## config.mk

```make
export PLATFORM = sky130hd
export DESIGN_NAME = axis_register_writer_flat
export DESIGN_NICKNAME = d
export VERILOG_FILES = /design/src/rtl/axis_register_writer_if.sv /design/src/rtl/axis_register_writer.sv /design/src/flat_wrapper.sv
export SDC_FILE = /design/constraint.sdc
export NUM_CORES = 1
export LEC_CHECK = 0
export CAP_MARGIN = 30
export CORE_MARGIN = 1
export CORE_UTILIZATION = 45
export CTS_CLUSTER_DIAMETER = 80
export CTS_CLUSTER_SIZE = 25
export DETAILED_ROUTE_END_ITERATION = 10
export PLACE_DENSITY = 0.69
export SLEW_MARGIN = 15
export SYNTH_ARGS = -nofsm -noshare
export SYNTH_HDL_FRONTEND = slang
export SYNTH_SLANG_ARGS = --single-unit
```

## constraint.sdc

```tcl
create_clock -name clock -period 13.2 [get_ports clock]
set_clock_uncertainty 0.2 [all_clocks]
set_input_delay 3.96 -clock clock [delete_from_list [all_inputs] [get_ports clock]]
set_output_delay 3.96 -clock clock [all_outputs]
set_load 0.02 [all_outputs]
```

## src/rtl/axis_register_writer_if.sv

```systemverilog
// AXI-stream style beat channel (valid/ready/data/dest) feeding axis_register_writer.
interface axis_register_writer_if #(
  parameter int unsigned DATA_WIDTH = 32,
  parameter int unsigned DEST_WIDTH = 8
);
  logic                  valid;
  logic                  ready;
  logic [DATA_WIDTH-1:0] data;
  logic [DEST_WIDTH-1:0] dest;

  modport master (output valid, output data, output dest, input  ready);
  modport slave  (input  valid, input  data, input  dest, output ready);
endinterface

```

## src/rtl/axis_register_writer.sv

```systemverilog
// axis_register_writer: buffers incoming {dest,data} beats in a small FIFO, issues
// each as a valid/ready register write, mirrors committed writes into a shadow
// bank and pulses batch_done every BATCH_LENGTH commits.
// Optional feature: define AXIS_REGISTER_WRITER_RANGE_CHECK_EN to drop beats whose
// dest is outside the shadow bank at push time and flag them on a sticky range_error.
module axis_register_writer #(
  parameter int unsigned DATA_WIDTH   = 32,
  parameter int unsigned DEST_WIDTH   = 8,
  parameter int unsigned N_REGISTERS  = 3,
  parameter int unsigned FIFO_DEPTH   = 4,
  parameter int unsigned BATCH_LENGTH = 3
) (
  input  logic                            clock,
  input  logic                            reset,
  axis_register_writer_if.slave           data_in,
  output logic [DEST_WIDTH-1:0]           wr_addr,
  output logic [DATA_WIDTH-1:0]           wr_data,
  output logic                            wr_valid,
  input  logic                            wr_ready,
  output logic [N_REGISTERS*DATA_WIDTH-1:0] registers_out,
  output logic                            batch_done
`ifdef AXIS_REGISTER_WRITER_RANGE_CHECK_EN
  ,
  output logic                            range_error
`endif
);

  localparam int unsigned PTR_W   = $clog2(FIFO_DEPTH);
  localparam int unsigned CNT_W   = PTR_W + 1;
  localparam int unsigned BATCH_W = $clog2(BATCH_LENGTH + 1);
  // dest comparisons are done at least this wide so no dest bit is ever dropped
  localparam int unsigned CMP_W   = (DEST_WIDTH > 32) ? DEST_WIDTH : 32;

  logic [DATA_WIDTH-1:0] mem_data_q [FIFO_DEPTH];
  logic [DATA_WIDTH-1:0] mem_data_d [FIFO_DEPTH];
  logic [DEST_WIDTH-1:0] mem_dest_q [FIFO_DEPTH];
  logic [DEST_WIDTH-1:0] mem_dest_d [FIFO_DEPTH];
  logic [PTR_W-1:0]      wr_ptr_q, wr_ptr_d;
  logic [PTR_W-1:0]      rd_ptr_q, rd_ptr_d;
  logic [CNT_W-1:0]      count_q, count_d;
  logic [DATA_WIDTH-1:0] regs_q [N_REGISTERS];
  logic [DATA_WIDTH-1:0] regs_d [N_REGISTERS];
  logic [BATCH_W-1:0]    batch_cnt_q, batch_cnt_d;
  logic                  batch_done_q, batch_done_d;

  logic full;
  logic empty;
  logic push;
  logic pop;
  logic store;

  assign full  = (count_q == CNT_W'(FIFO_DEPTH));
  assign empty = (count_q == '0);
  assign push  = data_in.valid && !full;
  assign pop   = !empty && wr_ready;

`ifdef AXIS_REGISTER_WRITER_RANGE_CHECK_EN
  logic in_range_in;
  logic range_error_q, range_error_d;

  assign in_range_in = (CMP_W'(data_in.dest) < CMP_W'(N_REGISTERS));
  // Out-of-range beats are still handshaken but never enter the FIFO
  assign store       = push && in_range_in;
  assign range_error = range_error_q;
`else
  assign store = push;
`endif

  assign data_in.ready = !full;
  assign wr_valid      = !empty;
  assign wr_addr       = mem_dest_q[rd_ptr_q];
  assign wr_data       = mem_data_q[rd_ptr_q];
  assign batch_done    = batch_done_q;

  // Flatten the shadow bank onto the output bus, register i at slice i
  always_comb begin
    registers_out = '0;
    for (int i = 0; i < int'(N_REGISTERS); i++) begin
      registers_out[i*DATA_WIDTH +: DATA_WIDTH] = regs_q[i];
    end
  end

  // Next-state: FIFO push/pop, shadow bank update and batch counting
  always_comb begin
    mem_data_d   = mem_data_q;
    mem_dest_d   = mem_dest_q;
    wr_ptr_d     = wr_ptr_q;
    rd_ptr_d     = rd_ptr_q;
    regs_d       = regs_q;
    batch_cnt_d  = batch_cnt_q;
    batch_done_d = 1'b0;
    count_d      = count_q + CNT_W'(store) - CNT_W'(pop);

    if (store) begin
      mem_data_d[wr_ptr_q] = data_in.data;
      mem_dest_d[wr_ptr_q] = data_in.dest;
      wr_ptr_d             = wr_ptr_q + PTR_W'(1);
    end

    if (pop) begin
      rd_ptr_d = rd_ptr_q + PTR_W'(1);
      // Out-of-range addresses match no slot and leave the bank untouched
      for (int i = 0; i < int'(N_REGISTERS); i++) begin
        if (CMP_W'(wr_addr) == CMP_W'(i)) begin
          regs_d[i] = wr_data;
        end
      end
      if (batch_cnt_q == BATCH_W'(BATCH_LENGTH - 1)) begin
        batch_cnt_d  = '0;
        batch_done_d = 1'b1;
      end else begin
        batch_cnt_d = batch_cnt_q + BATCH_W'(1);
      end
    end
  end

`ifdef AXIS_REGISTER_WRITER_RANGE_CHECK_EN
  // Sticky flag for any beat dropped because its dest misses the shadow bank
  always_comb begin
    range_error_d = range_error_q | (push && !in_range_in);
  end

  // range_error register, cleared only by reset
  always_ff @(posedge clock or posedge reset) begin
    if (reset) begin
      range_error_q <= 1'b0;
    end else begin
      range_error_q <= range_error_d;
    end
  end
`endif

  // State registers; reset discards buffered beats and clears the bank asynchronously
  always_ff @(posedge clock or posedge reset) begin
    if (reset) begin
      for (int i = 0; i < int'(FIFO_DEPTH); i++) begin
        mem_data_q[i] <= '0;
        mem_dest_q[i] <= '0;
      end
      for (int i = 0; i < int'(N_REGISTERS); i++) begin
        regs_q[i] <= '0;
      end
      wr_ptr_q     <= '0;
      rd_ptr_q     <= '0;
      count_q      <= '0;
      batch_cnt_q  <= '0;
      batch_done_q <= 1'b0;
    end else begin
      mem_data_q   <= mem_data_d;
      mem_dest_q   <= mem_dest_d;
      regs_q       <= regs_d;
      wr_ptr_q     <= wr_ptr_d;
      rd_ptr_q     <= rd_ptr_d;
      count_q      <= count_d;
      batch_cnt_q  <= batch_cnt_d;
      batch_done_q <= batch_done_d;
    end
  end

endmodule

```

## src/flat_wrapper.sv

```systemverilog
// flat-port wrapper written by rule: the top's interface ports become plain ports
module axis_register_writer_flat 
#(
  parameter int unsigned DATA_WIDTH   = 32,
  parameter int unsigned DEST_WIDTH   = 8,
  parameter int unsigned N_REGISTERS  = 3,
  parameter int unsigned FIFO_DEPTH   = 4,
  parameter int unsigned BATCH_LENGTH = 3
)
  (clock, reset, wr_addr, wr_data, wr_valid, wr_ready, registers_out, batch_done, data_in_valid, data_in_data, data_in_dest, data_in_ready);
  axis_register_writer_if #(.DATA_WIDTH(DATA_WIDTH), .DEST_WIDTH(DEST_WIDTH)) data_in_i ();
  input  logic clock;
  input  logic reset;
  output logic [DEST_WIDTH-1:0] wr_addr;
  output logic [DATA_WIDTH-1:0] wr_data;
  output logic wr_valid;
  input  logic wr_ready;
  output logic [N_REGISTERS*DATA_WIDTH-1:0] registers_out;
  output logic batch_done;
  input wire logic [$bits(data_in_i.valid)-1:0] data_in_valid;
  input wire logic [$bits(data_in_i.data)-1:0] data_in_data;
  input wire logic [$bits(data_in_i.dest)-1:0] data_in_dest;
  output wire logic [$bits(data_in_i.ready)-1:0] data_in_ready;
  assign data_in_i.valid = data_in_valid;
  assign data_in_i.data = data_in_data;
  assign data_in_i.dest = data_in_dest;
  assign data_in_ready = data_in_i.ready;
  axis_register_writer #(.DATA_WIDTH(DATA_WIDTH), .DEST_WIDTH(DEST_WIDTH), .N_REGISTERS(N_REGISTERS), .FIFO_DEPTH(FIFO_DEPTH), .BATCH_LENGTH(BATCH_LENGTH)) u_core (.clock(clock), .reset(reset), .data_in(data_in_i), .wr_addr(wr_addr), .wr_data(wr_data), .wr_valid(wr_valid), .wr_ready(wr_ready), .registers_out(registers_out), .batch_done(batch_done));
endmodule
```

==> results.md <==
* CP cell instances: buf_16, mux4_1, clkdlybuf4s50_1
* Gpl congestion at 0.702
* Yosys cell types at 26
* Seq. cell area at 6660 um^2
* Clk sinks at 266
* Combinational share of power at 49.8%
* Crit path max fanout at 28
* Met3 Usage GRT at 4.19%
* Area occupied by multi-input gates at 4140 um^2
* Worst setup EP type: output pin
* Syn avg cell area at 17.2 um^2
* Top area cells in the synthesized netlist: dfrtp_1, mux2_2, mux4_2
* #FFs+latches synth at 266
* Filler Cells Inserted at 1,823
* R2r setup slk at 9.42 ns
* Internal power at 2.47 mW
* Status: finished clean
* Setup Buffers After CTS at 0
* R2r worst-path depth at 6
* Worst skew pair latency at 0.48 ns
* Slowest Stage Delay on Critical Path at 0.67 ns
* DRT iter0 DRCs at 161
* Post-CTS sizing at 0
* Final core occ at 57.5%
* Max-slew headroom at 37.9%
* Die Ht at 159 um
* Drt pass-1 iters at 4
* I/O Buffers at 182
* Syn-to-layout area delta at 23.8%
* Post-synth top area cell: dfrtp_1
* Post-DP HPWL at 15,600 um
* Synth Flop Type: dfrtp_1
* Die Wd at 159 um
* Hold_sp: u_core.batch_cnt_q[0]$_DFFE_PP0P_
* First-pass GRT wire length at 37,400 um
* Sequential fraction of design power at 37.7%
* Commonest cells post-synth: dfrtp_1, mux2_2, mux4_2
* Req. time, crit path at 9.04 ns
* Hold Crit Endpoint: u_core.batch_done$_DFF_PP0_
* P_leak at 5.98 nW
* Met1 GRT Util at 25.5%
* Asr flop ratio synth at 100%
* Hold depth at 1
* Row cnt at 56
* Switching Power at 1.36 mW
* Layout cells sized above 1 at 40.9%
* Die ar. at 25,100 um^2
* Cell Area, Synth at 11,000 um^2
* Slowest stage cell, crit path: mux4_1
* Post-CTS Hold Buffers at 0
* Net count after synthesis at 691
* Pwr Total at 3.83 mW
* Num CTS Buffers at 15
* Largest delay share family, worst path: buffers and inverters
* Sequential fraction of the synthesis area at 60.3%
* Max cap viols at 0
* Hold crit path type: register to register
* Tmin final at 6.83 ns
* Layer with the highest usage: met2
* PwrDens at 280 nW/um^2
* Synth top area share at 60.3%
* Syn. warnings at 0
* CTS tree: built
* # DRC at 0
* CP arrival at 2.67 ns
* Post-synth EDFFs at 0
* Period utilization at 51.7%
* Critical Path Start Type: register
* Final worst slack at 6.37 ns
* Clock share of power at 12.5%
* Hold Violations, Final at 0
* WL final at 23,200 um
* Pre-CTS setup slack at 5.88 ns
* Vias in the first global route at 6,840
* Routed WL per cell at 20.4 um
* Setup violators final at 0
* Antenna cells at 0
* H-tree levels at 1
* RSZ-0062 raised after global routing: no
* Nets@finish at 867
* Min Hold Slack at 0.287 ns
* Max Fclk at 146 MHz
* Setup_tns at 0 ns
* Reg2reg end: u_core.registers_out[45]$_DFFE_PP0P_
* Tightest Pin Transition at 0.930 ns
* Top-level I/O count at 183
* Clock transition at path regs at 0.09 ns
* Most common cell in the netlist: dfrtp_1
* Vias per Instance at 5.33
* ANT nets after route at 0
* Reg-to-reg startpoint: u_core.rd_ptr_q[0]$_DFFE_PP0P_
* Syn Inst Count at 640
* Max VDD drop at 172 uV
* Switching share of power at 35.4%
* WS Path Type: register to output pin
* Root buffer cell: clkbuf_16
* WP buf/inv at 2
* Met2 Use GR at 33.5%
* Largest net degree at the start of global routing at 119
* Initial antenna violation count at 0
* Vias at 6,084
* Final Max Slew Viols at 0
* Starting Density at 46.4%
* Overflow after GRT at 0
* CTS max path bufs at 3
* GRT Overall Usage at 19.4%
* Core area at 23,800 um^2
==> layer usage <==
metal	vias up	part of all wire, %
li1	2690	-
met1	3236	42
met2	135	51
met3	23	5.8
met4	0	1.1
met5	-	0
==> registers in the layout, summed over array words and instances, names as in the netlist <==
name	count
u_core.mem_data_q	128
u_core.registers_out	96
u_core.mem_dest_q	32
u_core.count_q	3
u_core.batch_cnt_q	2
u_core.rd_ptr_q	2
u_core.wr_ptr_q	2
u_core.batch_done	1
==> how the worst max path moves through the flow <==
stage / to / slack (ns) / cells after the start / start
6_report: wr_addr[4] / 6.37 / 3 / u_core.rd_ptr_q[0]$_DFFE_PP0P_
5_1_grt: wr_addr[4] / 6.22 / 3 / u_core.rd_ptr_q[0]$_DFFE_PP0P_
4_1_cts: wr_addr[4] / 6.11 / 2 / u_core.rd_ptr_q[0]$_DFFE_PP0P_
3_5_place_dp: u_core.rd_ptr_q[1]$_DFFE_PP0P_ / 5.88 / 4 / reset
3_3_place_gp: u_core.rd_ptr_q[1]$_DFFE_PP0P_ / 6.06 / 4 / reset
2_1_floorplan: u_core.batch_cnt_q[0]$_DFFE_PP0P_ / 1.71 / 1 / reset
==> per-stage QoR <==
stage / cells / cell area [um^2]
finish: 1141 / 13700
global route: 1141 / 13700
CTS: 1138 / 13600
detailed placement: 1115 / 13200
global placement: 1113 / 13100
floorplan: 640 / 11000
==> kinds of logic after synthesis <==
logic type / share of synthesized area, %
xor+xnor: 0.397
compound gates: 0.181
flops: 60.3
simple gates: 1.20
buf+inv: 2.29
mux: 34.7
fa+ha+maj: 0.862
==> cell usage in the layout, fill, tap and decap left out, types with 2 or more instances in the layout <==
master	n
dfrtp_1	264
mux2_2	245
clkdlybuf4s50_1	182
mux4_2	38
clkbuf_16	15
mux2_4	8
inv_1	7
buf_4	7
nand2_1	6
ha_1	6
xnor2_1	5
nand2_2	4
mux2_1	4
clkinvlp_4	3
buf_16	3
nor2_1	2
mux4_1	2
clkbuf_1	2
==> power by group through the flow <==
| stage | Sequential [mW] | Combinational (mW) | Clock (mW) |
|---|---|---|---|
| 6_report | 1.44 | 1.91 | 0.478 |
| 5_1_grt | 1.50 | 2.03 | 0.530 |
| 4_1_cts | 1.47 | 1.89 | 0.500 |
| 3_5_place_dp | 1.49 | 1.89 | 0 |
| 3_3_place_gp | 1.46 | 1.82 | 0 |
| 2_1_floorplan | 1.54 | 1.05 | 0 |
==> layout make-up <==
type | instances | area share [%]
flip-flops and latches | 266 | 48.8
multi-input cells | 331 | 30.3
repair buffers | 194 | 14.5
well taps | 319 | 2.92
clock buffers | 18 | 2.90
clock inverters | 5 | 0.321
inverters | 8 | 0.275
Note: power is estimated with default switching activity, not from simulation.
